==> config.mk <==
export PLATFORM = sky130hd
export DESIGN_NAME = register_file
export DESIGN_NICKNAME = d
export VERILOG_FILES = /design/src/rtl/register_file.sv
export SDC_FILE = /design/constraint.sdc
export NUM_CORES = 2
export LEC_CHECK = 0
export CAP_MARGIN = 25
export CORE_MARGIN = 5
export CORE_UTILIZATION = 40
export DETAILED_ROUTE_END_ITERATION = 8
export PLACE_DENSITY = 0.58
export SLEW_MARGIN = 20
export SYNTH_ARGS = -nofsm -noshare
export SYNTH_HDL_FRONTEND = slang
export SYNTH_SLANG_ARGS = --single-unit
==> constraint.sdc <==
create_clock -name clk -period 3.8 [get_ports clk]
set_input_delay 0.76 -clock clk [delete_from_list [all_inputs] [get_ports clk]]
set_output_delay 0.76 -clock clk [all_outputs]
set_load 0.005 [all_outputs]
==> src/rtl/register_file.sv <==
// 32 x 32 integer register file: two combinational read ports, one write port, write-to-read forwarding.
// Define REGFILE_DEBUG_PORT_EN to add the dbg_addr/dbg_data inspection port.
module register_file #(
    parameter int DATA_WIDTH     = 32,
    parameter int REG_ADDR_WIDTH = 5
) (
    input  logic                      clk,
    input  logic                      rst,
    input  logic                      read_enable,
    input  logic [REG_ADDR_WIDTH-1:0] rs1_addr,
    input  logic [REG_ADDR_WIDTH-1:0] rs2_addr,
    output logic [DATA_WIDTH-1:0]     rs1,
    output logic [DATA_WIDTH-1:0]     rs2,
`ifdef REGFILE_DEBUG_PORT_EN
    input  logic [REG_ADDR_WIDTH-1:0] dbg_addr,
    output logic [DATA_WIDTH-1:0]     dbg_data,
`endif
    input  logic                      write_enable,
    input  logic [REG_ADDR_WIDTH-1:0] write_addr,
    input  logic [DATA_WIDTH-1:0]     write_data
);

    localparam int NREGS = 2 ** REG_ADDR_WIDTH;

    // x0 has no storage; index 0 is never written or read.
    logic [DATA_WIDTH-1:0] regs [1:NREGS-1];

    logic wr_hit;
    assign wr_hit = write_enable && (write_addr != '0);

    always_ff @(posedge clk or negedge rst) begin
        if (!rst) begin
            for (int i = 1; i < NREGS; i++) begin
                regs[i] <= '0;
            end
        end else if (wr_hit) begin
            regs[write_addr] <= write_data;
        end
    end

    function automatic logic [DATA_WIDTH-1:0] stored(
        input logic [REG_ADDR_WIDTH-1:0] addr
    );
        logic [DATA_WIDTH-1:0] val;
        val = '0;
        for (int i = 1; i < NREGS; i++) begin
            if (addr == REG_ADDR_WIDTH'(i)) val = regs[i];
        end
        return val;
    endfunction

    function automatic logic [DATA_WIDTH-1:0] read_port(
        input logic [REG_ADDR_WIDTH-1:0] addr
    );
        logic [DATA_WIDTH-1:0] val;
        val = '0;
        if (rst && read_enable && (addr != '0)) begin
            if (wr_hit && (write_addr == addr)) val = write_data;
            else                                val = stored(addr);
        end
        return val;
    endfunction

    always_comb begin
        rs1 = read_port(rs1_addr);
        rs2 = read_port(rs2_addr);
    end

`ifdef REGFILE_DEBUG_PORT_EN
    // Architectural view only: no gating, no forwarding.
    always_comb begin
        dbg_data = stored(dbg_addr);
    end
`endif

endmodule

### Word-level counts from Yosys, hierarchy flattened

Index checks and enable logic that the tools add are counted.

| storage, ports and cells | value |
|---|---|
| word-level logic and storage cells | 177 |
| input bits | 51 |
| bits in registers | 992 |

| operators by class | value |
|---|---|
| reductions and logical operators | 10 |
| $lt $le $gt $ge | 2 |
| multiplexer cells | 69 |
| eq/ne operators | 64 |
| bitwise gates (word level) | 1 |

Operator list:

| operator | number |
|---|---|
| 2-to-1 mux 32 bit | 67 |
| bitwise mux 992 bit | 1 |
| demux 32 bit (select 5 bit) | 1 |
| == test 5 bit (second input constant) | 32 |
| == test 5 x 4 -> 1 bit (second input constant) | 16 |
| == test 5 x 3 -> 1 bit (second input constant) | 8 |
| == test 5 x 2 -> 1 bit (second input constant) | 4 |
| nonzero test 5 bit | 3 |
| == test 5 x 1 -> 1 bit (second input constant) | 2 |
| == test 5 bit | 2 |
| logical AND 1 bit | 7 |
| greater-or-equal comparator 6 bit (second input constant) | 1 |
| < comparator 6 x 1 -> 1 bit (second input constant) | 1 |
| NOT 5 -> 6 bit | 1 |

### Depth between registers and ports, before layout

| depth | value |
|---|---|
| depth after elaboration | 34 |
| mapped depth | 12 |

### Least setup slack after synthesis

OpenSTA, ideal clock, no wires.

| path | value |
|---|---|
| kind | input-to-output |
| from | input write_addr[4] |
| to | output rs1[18] |
| arrival | 2.502 ns |
| setup slack | 0.538 ns |
| data required time | 3.040 ns |
| cell stages on the path | 9 |
| cell sequence | clkbuf_1 xnor2_1 nand3_1 or4_1 clkbuf_1 buf_2 nand3_1 nand3_1 o31a_1 |

| on the way | value |
|---|---|
| longest elaborated chain between the ends | 5 |

Ends and longest elaborated chain:

| item | line | source |
|---|---|---|
| start, declared | 19 | `input logic [REG_ADDR_WIDTH-1:0] write_addr,` |
| nonzero test 5 bit | 29 | `assign wr_hit = write_enable && (write_addr != '0);` |
| logical AND 1 bit | 29 |  |
| logical AND 1 bit * | 58 | `if (wr_hit && (write_addr == addr)) val = write_data;` |
| 2-to-1 mux 32 bit * | 58 |  |
| 2-to-1 mux 32 bit * | 57 | `if (rst && read_enable && (addr != '0)) begin` |
| end, declared | 12 | `output logic [DATA_WIDTH-1:0] rs1,` |

Mark *: on every way between the ends. The rest lies on a longest branch, timed or not.

### Worst setup path after layout

| path | value |
|---|---|
| from | input rs2_addr[4] |
| to | output rs2[16] |

| on the way | value |
|---|---|
| longest elaborated chain between the ends | 34 |

Ends and longest elaborated chain:

| item | line | source |
|---|---|---|
| start, declared | 11 | `input logic [REG_ADDR_WIDTH-1:0] rs2_addr,` |
| == test 5 x 1 -> 1 bit | 47 | `if (addr == REG_ADDR_WIDTH'(i)) val = regs[i];` |
| 2-to-1 mux 32 bit (31 in series) | 47 |  |
| 2-to-1 mux 32 bit | 58 |  |
| 2-to-1 mux 32 bit * | 57 |  |
| end, declared | 13 | `output logic [DATA_WIDTH-1:0] rs2,` |

Marked as above.

==> out/metrics.sh <==
GRT_USAGE_PCT=48.37
SETUP_VIOLATIONS=58
DESIGN.FINAL.NETS=6205
HIGHEST_CLOCK_FREQUENCY_THE_DESIGN_CAN_MEET_MHz=244.7
RUN_STATUS='finished with violations'
FINAL_SUM_OF_NEGATIVE_SETUP_SLACK_NS=-6.304
YOSYS.CELL_COUNT.TOP_TYPE='mux2_2'
FIRST_GLOBAL_VIAS=56470
WORST_EP_REQUIRED_TIME_NS=3.04
MAXSLEWVIOLCOUNT=0
INTERNAL_POWER_uW=23170
NETLIST.TOP_CELL.BY_AREA='dfrtp_1'
VIOLATIONS_IN_THE_FINAL_REPORTS='setup timing'
SKEW_NS=0
HTREE_LEVELS=3
INSERTION_DELAY_NS=0.78
POSTLAYOUTSETUPSLACKWORST_NS=-0.2860
DIE_AREA_MM2=0.1428
GRT_PASS1_WL_MM=476.2
TOP_REGISTER_BY_NUMBER_OF_FLIP_FLOPS='regs'
PATH_CLK_SLEW_NS=0.06
NUMBER_OF_FLIP_FLOPS_UNDER_THE_LARGEST_REGISTER_NAME=992
TIMING.SETUP.CRITICAL_PATH_CLASS='in2out'
SYNTH_ENABLE_FLOP_CELLS=0
CRIT_PATH_DAT_NS=3.33
CTS_NUM_SINKS=992
SYN_AREA_PER_CELL_UM2=10.93
ROUTE.DETAILED.DRC=0
P_SW_uW=11270
TOTAL_NON_FILLER_CELL_AREA_IN_THE_FINISHED_LAYOUT_MM2=0.07866
SYNTHESIS.YOSYS.WARNINGS=0
MAX_CAP_VIOL_COUNT=0
POST-ROUTE-PERIOD-UTIL_PCT=107.5
YOSYS.AREA.TOP_TYPE_SHARE_PCT=45.84
TIMING.CRITICAL_PATH.FANOUT_MAX=8
COMBPWRFRAC_PCT=19.9
NUM_ROWS=135
SYN-INSTANCE-COUNT=4955
FLOORPLAN.DIE.HEIGHT_UM=378.0
CTS_TREE='done'
DETAILROUTE.VIA_COUNT=58661
WORST-SLEW-PIN-TRANSITION_NS=1.142
GRT_START_MAX_NET_PINS=136
ASYNC_RESET_FF_SHARE_PCT=100.0
VIAS_PER_STD_CELL=7.292
MAXIMUM_ROOT_TO_SINK_BUFFER_COUNT=3
GRT_REMAINING_OVERFLOW=0
DESIGN.PORTCOUNT=115
POWER_LEAKAGE_uW=0.03433
WORST_HOLD_PATH_TYPE='in2async'
SEQ_POWER_SHARE_PCT=44.4
SYNTH.CELL_AREA_MM2=0.05416
PORT_BUFFERS=114
ITERATION_0_DRC_COUNT_OF_THE_DETAILED_ROUTER=10811
DRIVE_ABOVE_1_SHARE_PCT=53.75
N_FILL_CELL=11250
YOSYSSEQAREASHARE_PCT=45.84
GRT_SETUP_UNREPAIRED='true'
DP_CELLS=7542
PWR-SHARE-CLK_PCT=35.7
AREA_CONTRIBUTORS_POST_SYNTH='dfrtp_1, mux2_2, a22oi_1, a21oi_1, o21ai_0'
DETAILED_PLACE_HPWL_MM=251.0
CRITICAL_PATH.ENDPOINT_TYPE='primary output'
SYNTH_FP_NETS=5006
AREA_OF_THE_CORE_MM2=0.1350
MAX-VDD-IR-DROP_V=0.0003877
YS_DOMINANT_REG_CELL='dfrtp_1'
SEQCELLAREA_MM2=0.02482
NET_SWITCHING_FRACTION_OF_THE_POWER_PCT=32.72
PLACEDINSTANCEAREA_MM2=0.06681
AREA.GROWTH.SYNTH_TO_FINAL_PCT=45.24
POWER.DENSITY_mW_PER_MM2=437.8
LARGEST_REGISTERS='regs: 992 flops'
CTS_INSERTED_BUFFERS=113
ROUTE.DETAILED.WL_PER_INST_UM=44.25
FINALWEIGHTEDCONGESTION=1.108
DRTANTENNAVIOLNETS=0
POST_SYNTH_CELL_TYPES=101
DIE_W_UM=378.0
DR.PASS1.ITERS=9
ROOT_BUFFER='clkbuf_16'
SLEW_HEADROOM_PCT=23.84
DP_WORST_SETUP_SLACK_NS=-1.412
FINAL_HOLD_SLACK_NS=0.04024
AREA_OF_THE_MULTI_INPUT_GATES_MM2=0.03083
FINAL_PERIOD_MINUS_WORST_SETUP_SLACK_NS=4.086
FINALNONFILLERCELLS=8045
TIMING.CRITICAL_PATH.FROM_TYPE='input pin'
POSTROUTEWIRELENGTH_MM=356.0
TOP_CELLS_BY_INSTANCE_COUNT_AFTER_SYNTHESIS='mux2_2, dfrtp_1, a22oi_1'
ANTENNA_FOUND_INITIAL=19
YS_FF_LATCH=992
ENDPOINTS_FAILING_HOLD=0
INITIAL_CORE_UTIL_PCT=40.13
## path summary, 6_finish.rpt
check,start,endpoint,slack [ns],cells after the start
max,rs2_addr[4],rs2[16],-0.29,15
min,rst,regs[497],0.04,2
max reg2reg,regs[669],regs[669],2.76,2
min reg2reg,regs[703],regs[703],0.53,1
max in group asynchronous,rst,regs[599],1.92,5
min in group clk,regs[703],regs[703],0.53,1
## area by class of cell
class	count	share of cell area, %
antenna	15	0.04772
inverter	26	0.1400
tap	1781	2.833
timing repair buffer	1573	21.00
clock buffer	149	4.036
multi-input combinational	3448	39.19
clock inverter	61	1.193
sequential	992	31.56
## power by group through the flow
stage / sequential, uW / combinational [uW] / clock [uW]
finish: 15300 / 6850 / 12300
global route: 15300 / 7040 / 12700
CTS: 15000 / 6420 / 12300
detailed placement: 15100 / 5830 / 0
global placement: 15000 / 5720 / 0
floorplan: 13900 / 3220 / 0
## kinds of logic after synthesis
group / Yosys count / share of synthesized area, %
DFF: 992 / 45.84
muxes: 1051 / 21.79
buffers and inverters: 515 / 4.397
xor gates and xnor gates: 12 / 0.1941
AOI/OAI and AO/OA: 1487 / 19.36
and+or+nand+nor: 898 / 8.428
## critical path: stages
cell,delay (ns)
buf_12,0.11
buf_12,0.13
buf_12,0.14
buf_6,0.12
nand3b_4,0.15
buf_6,0.13
nor2_4,0.05
buf_12,0.14
buf_12,0.15
a22oi_2,0.12
and4_1,0.21
nand4_1,0.33
nor4_4,0.51
a2111oi_4,0.11
buf_2,0.16
## per-stage QoR
step	utilization, %	total power, uW
3_5_place_dp	49.50	20900
6_report	58.28	34440
2_1_floorplan	-	17160
5_1_grt	58.25	35010
3_3_place_gp	49.50	20750
4_1_cts	57.05	33690
## repair_timing
item                                    in CTS  in global routing
gates cloned                                 9                  1
pin swaps                                  342                202
buffers inserted                           264                 65
endpoints found under the setup margin      64                 64
hold buffers                                 0                  0
gates resized for setup                   1131                292
## metal layers
metal	wire [um]	GRT usage, %	up-vias
li1	-	-	21412
met1	122300	58.74	29159
met5	58	0	-
met2	138900	66.30	5972
met4	42810	42.92	10
met3	51840	18.58	2108
## layout by cell type, fill, tap and decap left out, types with 43 or more instances in the layout
| cell type | synthesis | final |
|---|---|---|
| mux2_2 | 1002 | 1002 |
| dfrtp_1 | 992 | 992 |
| buf_4 | 41 | 952 |
| a22oi_1 | 428 | 355 |
| buf_12 | 0 | 259 |
| nand2_1 | 289 | 245 |
| buf_6 | 13 | 199 |
| a21oi_1 | 238 | 188 |
| o21ai_0 | 226 | 166 |
| nor2_1 | 200 | 141 |
| clkbuf_16 | 0 | 115 |
| nand3_1 | 91 | 76 |
| nor2_4 | 13 | 74 |
| a22oi_2 | 0 | 73 |
| buf_8 | 1 | 60 |
| o22ai_1 | 72 | 59 |
| buf_2 | 148 | 48 |
| mux2i_1 | 47 | 46 |
| a22o_1 | 47 | 45 |
| nor3_1 | 69 | 43 |
| a221oi_2 | 2 | 43 |
Note: power is estimated with default switching activity, not from simulation.
